--- config.mk ---
export PLATFORM = sky130hd
export DESIGN_NAME = reg_file_flat
export DESIGN_NICKNAME = d
export VERILOG_FILES = /design/src/rtl/reg_file_pkg.sv /design/src/rtl/reg_file_if.sv /design/src/rtl/reg_file_flag_reg.sv /design/src/rtl/reg_file.sv /design/src/flat_wrapper.sv
export SDC_FILE = /design/constraint.sdc
export NUM_CORES = 1
export LEC_CHECK = 0
export ABC_AREA = 1
export CORE_UTILIZATION = 40
export DETAILED_ROUTE_END_ITERATION = 8
export GPL_TIMING_DRIVEN = 0
export HOLD_SLACK_MARGIN = 0.12
export MAX_ROUTING_LAYER = met4
export PLACE_DENSITY = 0.69
export RECOVER_POWER = 25
export SLEW_MARGIN = 20
export SYNTH_ARGS = -nofsm -noshare
export SYNTH_HDL_FRONTEND = slang
export SYNTH_SLANG_ARGS = --single-unit
--- constraint.sdc ---
create_clock -name Clk -period 2.14 [get_ports Clk]
set_input_delay 0.535 -clock Clk [delete_from_list [all_inputs] [get_ports Clk]]
set_output_delay 0.535 -clock Clk [all_outputs]
set_load 0.03 [all_outputs]
--- src/rtl/reg_file_pkg.sv ---
// Shared datapath definitions: register file geometry, flag reset values
// and the ALU op encodings used around the register file.
package reg_file_pkg;

  localparam int unsigned DATA_WIDTH = 8;
  localparam int unsigned ADDR_WIDTH = 3;

  localparam logic SC_RESET   = 1'b0;
  localparam logic ZERO_RESET = 1'b0;

  typedef enum logic [2:0] {
    ALU_ADD  = 3'd0,
    ALU_SUB  = 3'd1,
    ALU_LSH  = 3'd2,
    ALU_RSH  = 3'd3,
    ALU_AND  = 3'd4,
    ALU_OR   = 3'd5,
    ALU_XOR  = 3'd6,
    ALU_PASS = 3'd7
  } alu_op_e;

endpackage

--- src/rtl/reg_file_if.sv ---
// Register file access bus: two read ports, one write port and the
// shift-carry / zero flag controls.
interface reg_file_if
  import reg_file_pkg::*;
#(
  parameter int unsigned DataWidth = DATA_WIDTH,
  parameter int unsigned AddrWidth = ADDR_WIDTH
);

  logic [AddrWidth-1:0] RaddrA;
  logic [AddrWidth-1:0] RaddrB;
  logic                 WriteEn;
  logic [AddrWidth-1:0] Waddr;
  logic [DataWidth-1:0] DataIn;
  logic                 ScWrEn;
  logic                 ScNext;
  logic                 ZeroWrEn;
  logic                 ZeroIn;
  logic [DataWidth-1:0] DataOutA;
  logic [DataWidth-1:0] DataOutB;
  logic                 ScOut;
  logic                 ZeroFlag;

  modport master (
    output RaddrA, RaddrB, WriteEn, Waddr, DataIn,
    output ScWrEn, ScNext, ZeroWrEn, ZeroIn,
    input  DataOutA, DataOutB, ScOut, ZeroFlag
  );

  modport slave (
    input  RaddrA, RaddrB, WriteEn, Waddr, DataIn,
    input  ScWrEn, ScNext, ZeroWrEn, ZeroIn,
    output DataOutA, DataOutB, ScOut, ZeroFlag
  );

endinterface

--- src/rtl/reg_file_flag_reg.sv ---
// Single-bit enable flop with synchronous reset, used for the SC and zero flags.
module reg_file_flag_reg #(
  parameter logic ResetVal = 1'b0
) (
  input  logic Clk,
  input  logic Reset,
  input  logic en,
  input  logic d,
  output logic q
);

  always_ff @(posedge Clk) begin
    if (Reset) begin
      q <= ResetVal;
    end else if (en) begin
      q <= d;
    end
  end

endmodule

--- src/rtl/reg_file.sv ---
// Architectural register file: two combinational read ports with write-first
// bypass, one synchronous write port, plus shift-carry and zero flag registers.
module reg_file
  import reg_file_pkg::*;
#(
  parameter int unsigned DataWidth = DATA_WIDTH,
  parameter int unsigned AddrWidth = ADDR_WIDTH
) (
  input logic     Clk,
  input logic     Reset,
  reg_file_if.slave rf
);

  localparam int unsigned Depth = 2 ** AddrWidth;

  logic [DataWidth-1:0] regs [Depth];
  logic                 hit_a;
  logic                 hit_b;

  // Storage array; reset wins over a write on the same edge
  always_ff @(posedge Clk) begin
    if (Reset) begin
      regs <= '{default: '0};
    end else if (rf.WriteEn) begin
      regs[rf.Waddr] <= rf.DataIn;
    end
  end

  // Write-first bypass kept to a single 2:1 mux behind the array read
  assign hit_a       = rf.WriteEn && (rf.Waddr == rf.RaddrA);
  assign hit_b       = rf.WriteEn && (rf.Waddr == rf.RaddrB);
  assign rf.DataOutA = hit_a ? rf.DataIn : regs[rf.RaddrA];
  assign rf.DataOutB = hit_b ? rf.DataIn : regs[rf.RaddrB];

  reg_file_flag_reg #(.ResetVal(SC_RESET)) u_sc_reg (
    .Clk   (Clk),
    .Reset (Reset),
    .en    (rf.ScWrEn),
    .d     (rf.ScNext),
    .q     (rf.ScOut)
  );

  reg_file_flag_reg #(.ResetVal(ZERO_RESET)) u_zero_reg (
    .Clk   (Clk),
    .Reset (Reset),
    .en    (rf.ZeroWrEn),
    .d     (rf.ZeroIn),
    .q     (rf.ZeroFlag)
  );

endmodule
--- src/flat_wrapper.sv ---
// flat-port wrapper written by rule: the top's interface ports become plain ports
module reg_file_flat import reg_file_pkg::*;
#(
  parameter int unsigned DataWidth = DATA_WIDTH,
  parameter int unsigned AddrWidth = ADDR_WIDTH
)
  (Clk, Reset, rf_RaddrA, rf_RaddrB, rf_WriteEn, rf_Waddr, rf_DataIn, rf_ScWrEn, rf_ScNext, rf_ZeroWrEn, rf_ZeroIn, rf_DataOutA, rf_DataOutB, rf_ScOut, rf_ZeroFlag);
  reg_file_if #(.DataWidth(DataWidth), .AddrWidth(AddrWidth)) rf_i ();
  input logic Clk;
  input logic Reset;
  input wire logic [$bits(rf_i.RaddrA)-1:0] rf_RaddrA;
  input wire logic [$bits(rf_i.RaddrB)-1:0] rf_RaddrB;
  input wire logic [$bits(rf_i.WriteEn)-1:0] rf_WriteEn;
  input wire logic [$bits(rf_i.Waddr)-1:0] rf_Waddr;
  input wire logic [$bits(rf_i.DataIn)-1:0] rf_DataIn;
  input wire logic [$bits(rf_i.ScWrEn)-1:0] rf_ScWrEn;
  input wire logic [$bits(rf_i.ScNext)-1:0] rf_ScNext;
  input wire logic [$bits(rf_i.ZeroWrEn)-1:0] rf_ZeroWrEn;
  input wire logic [$bits(rf_i.ZeroIn)-1:0] rf_ZeroIn;
  output wire logic [$bits(rf_i.DataOutA)-1:0] rf_DataOutA;
  output wire logic [$bits(rf_i.DataOutB)-1:0] rf_DataOutB;
  output wire logic [$bits(rf_i.ScOut)-1:0] rf_ScOut;
  output wire logic [$bits(rf_i.ZeroFlag)-1:0] rf_ZeroFlag;
  assign rf_i.RaddrA = rf_RaddrA;
  assign rf_i.RaddrB = rf_RaddrB;
  assign rf_i.WriteEn = rf_WriteEn;
  assign rf_i.Waddr = rf_Waddr;
  assign rf_i.DataIn = rf_DataIn;
  assign rf_i.ScWrEn = rf_ScWrEn;
  assign rf_i.ScNext = rf_ScNext;
  assign rf_i.ZeroWrEn = rf_ZeroWrEn;
  assign rf_i.ZeroIn = rf_ZeroIn;
  assign rf_DataOutA = rf_i.DataOutA;
  assign rf_DataOutB = rf_i.DataOutB;
  assign rf_ScOut = rf_i.ScOut;
  assign rf_ZeroFlag = rf_i.ZeroFlag;
  reg_file #(.DataWidth(DataWidth), .AddrWidth(AddrWidth)) u_core (.Clk(Clk), .Reset(Reset), .rf(rf_i));
endmodule
# Yosys cells after proc, flatten, opt, wreduce, memory -nomap -nowiden
# Cells that the tools add are included.
totals:
  ff_bits: 66
  inputBits: 24
  out_inout_bits: 18
  word_cells: 33
classes:
  order_cmp: 4
  eq_ne: 2
  n_mux: 11
  n_bitwise: 3
  reduce_logical: 3
op_table:
  columns: ["cell", "n"]
  rows:
  - ["$bwmux 64", 1]
  - ["$mux 8", 7]
  - ["$bmux 8 s3", 2]
  - ["$demux 8 s3", 1]
  - ["$ge 4x4->1 const B", 3]
  - ["$not 3->4", 3]
  - ["$eq 3x3->1", 2]
  - ["$lt 4x1->1 const B", 1]
  - ["$logic_and 1x1->1", 3]

# Longest topological paths before layout
# Gate-level depths: netlist (run 1).
logic_depth:
  word_depth: 6
  depth_mapped: 9
  depth_no_buf: 8

# Modules after synthesis
# A second synthesis (run 1) with hierarchy kept.
unflattened:
  hier_cells: 644
  hier_area_um2: 4086.4
by_module_without_submodules:
  columns: ["mod", "instances", "cells_each", "area_each_um2", "seq_area_each_um2"]
  rows:
  - ["reg_file", 1, 630, 3996.3, 1281.2]
  - ["reg_file_flag_reg", 2, 7, 45.0, 20.0]

# Worst setup path before layout (run 1)
# Ideal clock, no wire load.
synth_timing:
  path_kind: "input to output"
  from: "in rf_RaddrB[2]"
  to: "out rf_DataOutB[0]"
  t_arrival_ps: 1485
  required_time_ps: 1605
  slack_ps: 120
  path_stages: 9
  path_buffers: 1
  cell_sequence: "buf_2 > inv_2 > nand2_1 > nand2_1 > nor2_1 > nand2_2 > inv_2 > nand2_1 > nand2_1"
synth_between:
  elab_chain_cells: 5
  elab_cells_between_ends: 7
  classes_between: "1 x eq/ne; 4 x mux; 1 x bitwise; 1 x reduce/logical"
synth_rtl:
  columns: ["element", "line", "rtl"]
  rows:
  - ["from (decl)", "flat_wrapper.sv:12", "input wire logic [$bits(rf_i.RaddrB)-1:0] rf_RaddrB;"]
  - ["$not 3->4 (implied by the code)", "reg_file.sv:33", "assign rf.DataOutB = hit_b ? rf.DataIn : regs[rf.RaddrB];"]
  - ["$bmux 8 s3", "reg_file.sv:33", null]
  - ["$mux 8 (implied by the code) (2 in series)", "reg_file.sv:33", null]
  - ["$mux 8 *", "reg_file.sv:33", null]
  - ["to (decl)", "flat_wrapper.sv:21", "output wire logic [$bits(rf_i.DataOutB)-1:0] rf_DataOutB;"]
# Every way passes the cells marked *; elsewhere a longest branch is shown, timed or not. The select of a mux whose other input is x is not followed.

# Final worst setup path (run 1)
layout_timing:
  from: "in rf_RaddrA[1]"
  to: "out rf_DataOutA[5]"
layout_between:
  elab_chain_cells: 5
  elab_cells_between_ends: 7
  classes_between: "1 x eq/ne; 4 x mux; 1 x bitwise; 1 x reduce/logical"
layout_rtl:
  columns: ["element", "line", "rtl"]
  rows:
  - ["from (decl)", "flat_wrapper.sv:11", "input wire logic [$bits(rf_i.RaddrA)-1:0] rf_RaddrA;"]
  - ["$not 3->4 (implied by the code)", "reg_file.sv:32", "assign rf.DataOutA = hit_a ? rf.DataIn : regs[rf.RaddrA];"]
  - ["$bmux 8 s3", "reg_file.sv:32", null]
  - ["$mux 8 (implied by the code) (2 in series)", "reg_file.sv:32", null]
  - ["$mux 8 *", "reg_file.sv:32", null]
  - ["to (decl)", "flat_wrapper.sv:20", "output wire logic [$bits(rf_i.DataOutA)-1:0] rf_DataOutA;"]
# Marks and branches as above.

==> key figures, run 1 <==
Status
  • Status: finished, final reports clean

Synthesis
  • Synthesized instance count: 632
  • Mapped Nets: ~660
  • Post-synth cell types: 19
  • Synth Register Bits: 66
  • Synth Warn #: 0
  • Register area share after synthesis: 0.3265
  • Most common flop cell mapped by yosys: dfxtp_1
  • Cell area after synthesis: 4046 um2
  • Synth Area per Inst: about 6.4 um2
  • Top-count cell post-synth: nand2_1
  • Area leader, netlist: dfxtp_1
  • Post-synth top cells: nand2_1 (181), nand3_1 (111), nor2_1 (74), dfxtp_1 (66), inv_1 (66)
  • Async SR Flop Fraction: 0
  • Post-synth EDFFs: 0
  • Synth top area cells: dfxtp_1 (33%), nand2_1 (17%), nand3_1 (14%), a211oi_1 (9.5%), nor2_1 (6.9%)
  • Yosys top cell area share: 0.3265

Place
  • GPL Wtd Cong: approximately 1.1
  • Placed instance area: roughly 4500 um2
  • PortBufs: 26
  • HPWL after DPL: approximately 10 mm
  • Dpl cells: a little under 800

Floorplanning
  • Starting Density: 0.4140
  • Die X: approximately 100 um
  • Die Span Y: approximately 100 um
  • Boundary pin count: 42
  • Row cnt: 36
  • Core area: 9774 um2
  • Die Area: 10520 um2

Critical path
  • WP data required: approximately 1.6 ns
  • Worst Reg2Reg Path Length in Cells: 2
  • R2r setup slk: between 1 and 1.5 ns
  • FF-to-FF Start: u_core.regs[17]
  • Crit end category: output port
  • CP startpoint kind: input port
  • Critical path type: in2out
  • Arrival @ worst endpoint: between 1.5 and 2 ns
  • R2R Path End: u_core.regs[17]
  • Max FO, Critical Path: 10
  • Worst setup startpoint: rf_RaddrA[1]

Route
  • Detailed Route WL: roughly 14 mm
  • Routed wire per std cell: 17.62 um
  • Vias per cell: 5.395
  • Via count: between 4000 and 5000
  • DRT antenna net count: 0
  • Drt first pass iters: 5
  • DR iter-0 viols: roughly 420
  • Drc violations: 0

CTS
  • Clock transition at path regs: approximately 0.09 ns
  • Htree depth: 3
  • Clk_lat worst skew: 0.35 ns
  • Clock Path Buffers: 2
  • CTS Sinks: 66
  • CTS Buf Count: 9
  • CTS hold repair buffers: 0
  • Clock tree from TritonCTS: built
  • Root Buffer: clkbuf_8

Min path
  • Hold Startpoint: u_core.regs[48]
  • Hold endpoint: u_core.regs[48]
  • Hold Path Class: reg2reg
  • Cells on Worst Hold Path: 2

Timing
  • Tcrit/Tclk final: 0.9926
  • Worst-Margin Slew: around 0.8 ns
  • Max Slew Vio Count: 0
  • Slew margin rel.: 0.4648
  • Final hold viol count: 0
  • Final setup violation count: 0
  • Final min period: around 2.1 ns
  • WHS: around 0.50 ns
  • Peak Freq: 470.8 MHz
  • Skew final: 0 ns

Power
  • PD cells: approximately 660 nW/um2
  • Worst vdd ir: roughly 0.32 mV
  • Leakage: between 2 and 2.5 nW

Cells and area
  • Final Cell Area: around 5000 um2
  • NumNets Final: approximately 700
  • Share of cells above drive strength 1: 0.1956
  • Syn-to-layout area delta: 22.54%
  • Finished Layout Cells: a little over 800
  • Util after Layout: 0.5073
  • ANT cells: 0

Global routing
  • First-pass GRT wire length: between 20 and 25 mm
  • Grt total ovfl: 0
  • Initial antenna violation count: 0
  • Vias in the first global route: 4000
  • GRT Total Usage: 0.2940
  • Largest net degree at the start of global routing: 14

Flow run
  • Max cap viols: 0
[worst max-delay path by stage]
stage,cells after the start,endpoint,slack (ns)
after global routing,9,rf_DataOutB[1],-0.05
after global placement,10,rf_DataOutB[6],-1.13
final,7,rf_DataOutA[5],0.02
after CTS,9,rf_DataOutB[0],0.001
after detailed placement,10,rf_DataOutA[6],-1.13
after floorplan,9,rf_DataOutB[0],0.12
[power by group]
| group | internal [W] | total (W) | switching [W] |
|---|---|---|---|
| registers | 0.00127 | 0.00129 | 0.0000133 |
| logic | 0.000272 | 0.000773 | 0.000501 |
| clock network | 0.000666 | 0.00123 | 0.000567 |
| total | 0.00221 | 0.00329 | 0.00108 |
[timing repair]
action	CTS	global route
pin swaps	6	9
gates resized for setup	154	59
cloned	2	0
endpoints found under the setup margin	16	16
setup buffers	6	3
[stage by stage]
stage	setup slack, ns	setup TNS, ns	total power [W]
after detailed placement	-1.130	-17.67	0.002012
final	0.01590	0	0.003290
after floorplan	0.1197	0	0.001768
after CTS	0.001345	0	0.003239
after global routing	-0.04590	-0.05036	0.003403
after global placement	-1.130	-17.66	0.002006
[routing by layer]
metal,track usage,vias to the layer above,wire length [um]
li1,-,2134,-
met1,0.3969,2051,6549
met2,0.4210,193,6220
met3,0.05085,35,1107
met4,0.1429,0,539
met5,-,-,0
[sequential cells by signal (all words and copies together) (netlist names)]
signal and flops:
u_core.u_zero_reg.q 1, u_core.u_sc_reg.q 1, u_core.regs 64
[cell type report]
| type | instances | area, um2 |
|---|---|---|
| well taps | 133 | 166.4 |
| clock inverters | 7 | 102.6 |
| inverters | 76 | 317.8 |
| multi-input cells | 447 | 2252 |
| clock buffers | 9 | 123.9 |
| flip-flops and latches | 66 | 1321 |
| repair buffers | 35 | 300.3 |
| plain buffers | 45 | 374.1 |
| fillers | 1013 | 4816 |
[cell usage in the layout (no fill, tap or decap)]
| master | netlist | routed |
|---|---|---|
| inv_4 | 0 | 3 |
| clkbuf_2 | 0 | 3 |
| buf_2 | 22 | 10 |
| nand3_1 | 111 | 103 |
| bufinv_16 | 0 | 2 |
| buf_4 | 1 | 23 |
| clkinv_4 | 0 | 4 |
| mux2i_1 | 2 | 2 |
| clkinvlp_2 | 0 | 1 |
| buf_6 | 8 | 19 |
| clkdlybuf4s50_1 | 0 | 6 |
| nor2_4 | 3 | 5 |
| nor2_1 | 74 | 69 |
| clkbuf_8 | 0 | 9 |
| dfxtp_1 | 66 | 66 |
| nand2_1 | 181 | 181 |
| clkbuf_1 | 12 | 8 |
| inv_1 | 66 | 64 |
| clkbuf_4 | 0 | 5 |
| nand3_2 | 0 | 8 |
| inv_2 | 8 | 3 |
| nor2_2 | 0 | 3 |
| a211oi_2 | 12 | 12 |
| inv_6 | 0 | 4 |
| clkinvlp_4 | 0 | 2 |
| a21oi_1 | 1 | 1 |
| buf_12 | 0 | 1 |
| a211oi_1 | 51 | 51 |
| buf_8 | 0 | 5 |
| nand2_4 | 2 | 2 |
| nand2_2 | 8 | 10 |
[critical path, cell delays in order]
cell and delay, ns:
buf_12 0.10, clkbuf_2 0.27, nand3_1 0.22, nand3_1 0.16, nand3_2 0.09, nand2_1 0.08, buf_6 0.13
[cell families (layout without fill, tap and decap cells)]
kind of cell | after synthesis | count (layout) | share of synthesized area
AO/OA/AOI/OAI | 64 | 64 | 0.1330
buffers and inverters | 121 | 172 | 0.1354
flip-flops | 66 | 66 | 0.3265
multiplexers | 2 | 2 | 0.004948
AND/OR/NAND/NOR | 379 | 381 | 0.4001
Note: power is estimated with default switching activity, not from simulation.
==> run 2: changes to the inputs <==
GPL_TIMING_DRIVEN = unset   (was 0)
HOLD_SLACK_MARGIN = unset   (was 0.12)
TNS_END_PERCENT = 100   (was unset)
==> key figures, run 2 (synthesized netlist as in run 1, its figures left out) <==
Critical path
  • R2r setup slk: 1.36 ns (+0.02 ns)
  • Arrival @ worst endpoint: 1.58 ns (about the same)
  • CP max-delay cell: clkdlybuf4s50_1
  • R2R Path End: u_core.regs[58]
  • Critical path type: in2out
  • CP startpoint kind: input port
  • Max FO, Critical Path: 5 (-5)
  • Crit-path cells: clkdlybuf4s50_1 -> nand2_1 -> nand2_1 -> buf_4
  • Worst Reg2Reg Path Length in Cells: 2 (unchanged)
  • Crit path top cell by count: nand2_1
  • CP peak stage delay: 0.70 ns (+0.43 ns)
  • FF-to-FF Start: u_core.regs[58]
  • WP data required: 1.60 ns (about the same)
  • Crit end category: output port

CTS
  • Clock transition at path regs: 0.08 ns (about the same)
  • Clock Path Buffers: 2 (unchanged)
  • CTS Sinks: 66 (unchanged)
  • Htree depth: 3 (unchanged)
  • Clock tree from TritonCTS: built
  • Clk_lat worst skew: 0.35 ns (about the same)
  • Root Buffer: clkbuf_8
  • CTS Buf Count: 9 (unchanged)

Cells and area
  • Footprint of the multi-input gates: 2221 um2 (-1.4%)
  • Largest register FFs: 64 (unchanged)
  • Final Cell Area: 5050 um2 (+1.8%)
  • ANT cells: 0 (unchanged)
  • Largest register by flop count: u_core.regs
  • Most common cell after layout, fill and taps aside: nand2_1
  • Biggest regs: u_core.regs (64), u_core.u_sc_reg.q (1), u_core.u_zero_reg.q (1)
  • NumNets Final: 711 (+0.99%)
  • Most frequent cells in the layout: nand2_1 (178), nand3_1 (106), nor2_1 (72)
  • Share of cells above drive strength 1: 0.1925 (-0.003146)
  • Syn-to-layout area delta: 24.80%
  • Register area: 1321 um2 (unchanged)
  • Fill count: 961 (-5.1%)

Power
  • PD cells: 625.8 nW/um2 (-5.7%)
  • Clock Power Share: 0.339 (-0.036)
  • Total power: 0.003160 W (-4.0%)
  • Int Pwr: 0.002144 W (-3.0%)
  • Sw frac: 0.3217 (-0.006798)
  • Power share of the combinational group: 0.254 (+0.019)
  • Worst vdd ir: 0.2693 mV (-15%)
  • Reg power frac: 0.407 (+0.016)
  • Leakage: 2.327 nW (+2.4%)
  • Sw Pwr: 0.001016 W (-5.9%)

Place
  • HPWL after DPL: 8.932 mm (-13%)
  • GPL Wtd Cong: 0.8912 (-17%)
  • PortBufs: 41 (+58%)
  • Dpl ws: -0.4952 ns (+0.6352 ns)
  • Placed instance area: 4741 um2 (+6.0%)

Timing
  • Tcrit/Tclk final: 0.9878 (-0.004793)
  • Final min period: 2.114 ns (-0.01026 ns)
  • Final TNS setup: 0 ns (unchanged)
  • Max Slew Vio Count: 0 (unchanged)
  • Final hold viol count: 0 (unchanged)
  • Worst-Margin Slew: 1.114 ns (+0.3112 ns)
  • Peak Freq: 473.1 MHz (+0.49%)
  • Slew margin rel.: 0.2574 (-0.2074)
  • Skew final: 0 ns (unchanged)
  • Setup ws final: 0.02616 ns (+0.01026 ns)
  • RSZ-0062 raised after global routing: true
  • WHS: 0.4908 ns (-0.005621 ns)
  • Final setup violation count: 0 (unchanged)

Global routing
  • Vias in the first global route: 4174 (+4.4%)
  • Initial antenna violation count: 0 (unchanged)
  • Grt total ovfl: 0 (unchanged)
  • Largest net degree at the start of global routing: 27 (+13)
  • M1 GR Usage: 0.3634 (-0.03344)
  • M3 GR Usage: 0.03932 (-0.01153)
  • GRT Total Usage: 0.2800 (-0.01400)
  • First-pass GRT wire length: 21.36 mm (-2.5%)
  • Global route hottest layer: met2
  • GR met2 Demand/Resource: 0.4169 (-0.004103)

Floorplanning
  • Die X: 102.6 um (unchanged)
  • Boundary pin count: 42 (unchanged)
  • Row cnt: 36 (unchanged)
  • Die Span Y: 102.6 um (unchanged)
  • Die Area: 10520 um2 (unchanged)
  • Starting Density: 0.4140 (unchanged)
  • Core area: 9774 um2 (unchanged)

Status
  • Status: finished, final reports clean

Route
  • DR iter-0 viols: 463 (+10%)
  • DRT antenna net count: 0 (unchanged)
  • Routed wire per std cell: 16.39 um (-7.0%)
  • Drc violations: 0 (unchanged)
  • Vias per cell: 5.428 (+0.62%)
  • Drt first pass iters: 5 (unchanged)
  • Detailed Route WL: 13.51 mm (-6.3%)
  • Via count: 4473 (+1.4%)

Min path
  • Hold endpoint: u_core.regs[38]
  • Hold Path Class: reg2reg
  • Hold Startpoint: u_core.regs[38]
  • Cells on Worst Hold Path: 2 (unchanged)

Flow run
  • Max cap viols: 0 (unchanged)
## run 2: changes by cell type in the layout (fill, tap and decap cells not counted), moves of 5 or more
cell,change
clkbuf_1,-5
buf_12,+6
buf_8,-5
clkdlybuf4s50_1,+6
buf_4,+10
## run 2: worst max-delay path by stage
| stage | from | end | slack (ns) | cells after the start |
|---|---|---|---|---|
| final | rf_DataIn[1] | rf_DataOutB[1] | 0.03 | 4 |
| after global routing | rf_RaddrA[1] | rf_DataOutA[0] | -0.0002 | 10 |
| after CTS | rf_WriteEn | rf_DataOutB[5] | 0.04 | 8 |
| after detailed placement | rf_Waddr[0] | rf_DataOutA[5] | -0.50 | 9 |
| after global placement | rf_RaddrA[0] | rf_DataOutA[5] | -0.46 | 10 |
| after floorplan | rf_RaddrB[2] | rf_DataOutB[0] | 0.12 | 9 |
## run 2: worst max-delay path: cells and delay by family
kind	cells	cell delay [ns]
buffers and inverters	2	0.86
AND/OR/NAND/NOR	2	0.19
## run 2: per-stage QoR
step,cells,utilization
floorplan,632,-
detailed placement,804,0.4850
global placement,804,0.4850
finish,824,0.5166
CTS,824,0.5189
global route,824,0.5166
## run 2: cell type report
class / count / area share
Multi-Input combinational cell: 446 / 0.4398
Clock buffer: 10 / 0.02725
Clock inverter: 5 / 0.01090
Timing Repair Buffer: 88 / 0.1677
Tap cell: 133 / 0.03295
Inverter: 76 / 0.05971
Sequential cell: 66 / 0.2616
## run 2: routing by layer
metal	routed length, um	part of all wire	vias to the layer above
met5	0	0	-
met3	1361	0.10	48
met4	570	0.042	0
met1	5607	0.42	2016
li1	-	-	2149
met2	5968	0.44	260
## run 2: repair_timing
action / in CTS / in global routing
hold buffers: 0 / 0
endpoints found under the setup margin: 16 / 16
pin swaps: 11 / 4
buffers inserted: 3 / 0
cloned: 2 / 0
gates resized for setup: 75 / 17
## run 2: power by group through the flow
stage          registers, W  clock network [W]  logic [W]
3_5_place_dp        0.00131                  0   0.000740
3_3_place_gp        0.00131                  0   0.000731
6_report            0.00129            0.00107   0.000802
5_1_grt             0.00129            0.00114   0.000862
4_1_cts             0.00128            0.00108   0.000792
2_1_floorplan       0.00131                  0   0.000453
==> run 3: changes to the inputs <==
SKIP_CTS_REPAIR_TIMING = 1   (was unset)
==> key figures, run 3 (synthesized netlist as in run 1, its figures left out) <==
Status
  • Status: finished, final reports clean

Cells and area
  • Biggest regs: u_core.regs (64), u_core.u_sc_reg.q (1), u_core.u_zero_reg.q (1)
  • Most common cell after layout, fill and taps aside: nand2_1
  • Syn-to-layout area delta: 24.58%
  • Finished Layout Cells: 824 (unchanged)
  • NumNets Final: 711 (unchanged)
  • Share of cells above drive strength 1: 0.1881 (-0.004342)
  • Largest register FFs: 64 (unchanged)
  • ANT cells: 0 (unchanged)
  • Most frequent cells in the layout: nand2_1 (179), nand3_1 (109), nor2_1 (72)
  • Largest register by flop count: u_core.regs

CTS
  • Root Buffer: clkbuf_8
  • CTS Sinks: 66 (unchanged)
  • CTS Buf Count: 9 (unchanged)
  • Clock Path Buffers: 2 (unchanged)
  • Clk_lat worst skew: 0.35 ns (about the same)
  • Htree depth: 3 (unchanged)
  • Clock tree from TritonCTS: built
  • Clock transition at path regs: 0.08 ns (about the same)

Route
  • Drt first pass iters: 5 (unchanged)
  • Vias per cell: 5.432 (about the same)
  • Via count: 4476 (+0.067%)
  • DR iter-0 viols: 446 (-3.7%)
  • Routed wire per std cell: 16.64 um (+1.5%)
  • DRT antenna net count: 0 (unchanged)
  • Drc violations: 0 (unchanged)
  • Detailed Route WL: 13.71 mm (+1.5%)

Floorplanning
  • Die Span Y: 102.6 um (unchanged)
  • Die X: 102.6 um (unchanged)
  • Core area: 9774 um2 (unchanged)
  • Starting Density: 0.4140 (unchanged)
  • Row cnt: 36 (unchanged)
  • Boundary pin count: 42 (unchanged)
  • Die Area: 10520 um2 (unchanged)

Timing
  • Final TNS setup: 0 ns (unchanged)
  • WHS: 0.4930 ns (+0.002270 ns)
  • Final hold viol count: 0 (unchanged)
  • Skew final: 0 ns (unchanged)
  • Tcrit/Tclk final: 0.9949 (+0.007125)
  • Final min period: 2.129 ns (+0.01525 ns)
  • Worst-Margin Slew: 1.099 ns (-0.01459 ns)
  • Max Slew Vio Count: 0 (unchanged)
  • Peak Freq: 469.7 MHz (-0.72%)
  • RSZ-0062 raised after global routing: true
  • Slew margin rel.: 0.2671 (+0.009728)
  • Final setup violation count: 0 (unchanged)

Power
  • Worst vdd ir: 0.2704 mV (+0.41%)
  • Total power: 0.003150 W (-0.32%)
  • Leakage: 2.346 nW (+0.84%)
  • PD cells: 624.8 nW/um2 (-0.15%)

Place
  • GPL Wtd Cong: 0.8912 (unchanged)
  • PortBufs: 41 (unchanged)
  • Dpl cells: 804 (unchanged)
  • HPWL after DPL: 8.932 mm (unchanged)

Global routing
  • Grt total ovfl: 0 (unchanged)
  • Initial antenna violation count: 0 (unchanged)
  • Largest net degree at the start of global routing: 30 (+11%)
  • GRT Total Usage: 0.2739 (-0.006042)
  • Vias in the first global route: 4148 (-0.62%)
  • First-pass GRT wire length: 21.00 mm (-1.7%)

Flow run
  • Max cap viols: 0 (unchanged)

Critical path
  • Crit path top cell by count: nand2_1
  • CP max-delay cell: buf_6
  • Family with the most delay on the worst path: buffers and inverters
  • CP bufs+invs: 4 (+2)
  • CP peak stage delay: 0.20 ns (-0.50 ns)
  • Max FO, Critical Path: 16 (+11)
  • Crit end category: output port
  • WP data required: 1.60 ns (about the same)
  • Crit-path cells: clkbuf_2 -> inv_2 -> buf_6 -> nand2_1 -> nand3_1 -> nand3_1 -> nand2_1 -> nand2_1 -> nand2_1 -> buf_4
  • Critical path type: in2out
  • CP startpoint kind: input port
  • Arrival @ worst endpoint: 1.59 ns (about the same)

Min path
  • Hold Path Class: reg2reg
[run 3: worst paths after layout]
kind,start,to,slack [ns],cells past startpoint
min,u_core.regs[50],u_core.regs[50],0.49,2
min reg2reg,u_core.regs[50],u_core.regs[50],0.49,2
max,rf_RaddrB[0],rf_DataOutB[6],0.01,10
max reg2reg,u_core.regs[58],u_core.regs[58],1.37,2
[run 3: through the flow]
step / util / worst slack (ns) / instance area [um2]
final: 0.5157 / 0.01091 / 5041
after global routing: 0.5157 / -0.02732 / 5041
after CTS: 0.5047 / -0.4878 / 4933
after detailed placement: 0.4850 / -0.4952 / 4741
after global placement: 0.4850 / -0.4633 / 4741
after floorplan: - / 0.1197 / 4046
[run 3: per-layer routing]
metal | up-vias | GRT usage | wire length, um
met5 | - | - | 0
met4 | 0 | 0.1264 | 495
met3 | 48 | 0.04949 | 1451
met2 | 291 | 0.4251 | 6132
met1 | 1992 | 0.3448 | 5634
li1 | 2145 | - | -
[run 3: tightest hold or removal path, delay by kind of cell (launching register included)]
kind            cells  cell delay, ns
flops               1            0.30
compound gates      1            0.07
buf+inv             1            0.08
[run 3: cell type report]
cell class                 instances  area (um2)
sequential                        66        1321
tap                              133       166.4
fill                             974        4733
multi-input combinational        446        2203
inverter                          76       294.0
clock buffer                      10       137.6
timing repair buffer              88       863.3
clock inverter                     5       55.05
[run 3: power by group]
part | internal (W) | switching, W
Clock | 0.000559 | 0.000511
Combinational | 0.000306 | 0.000489
Sequential | 0.00127 | 0.0000130
Total | 0.00214 | 0.00101
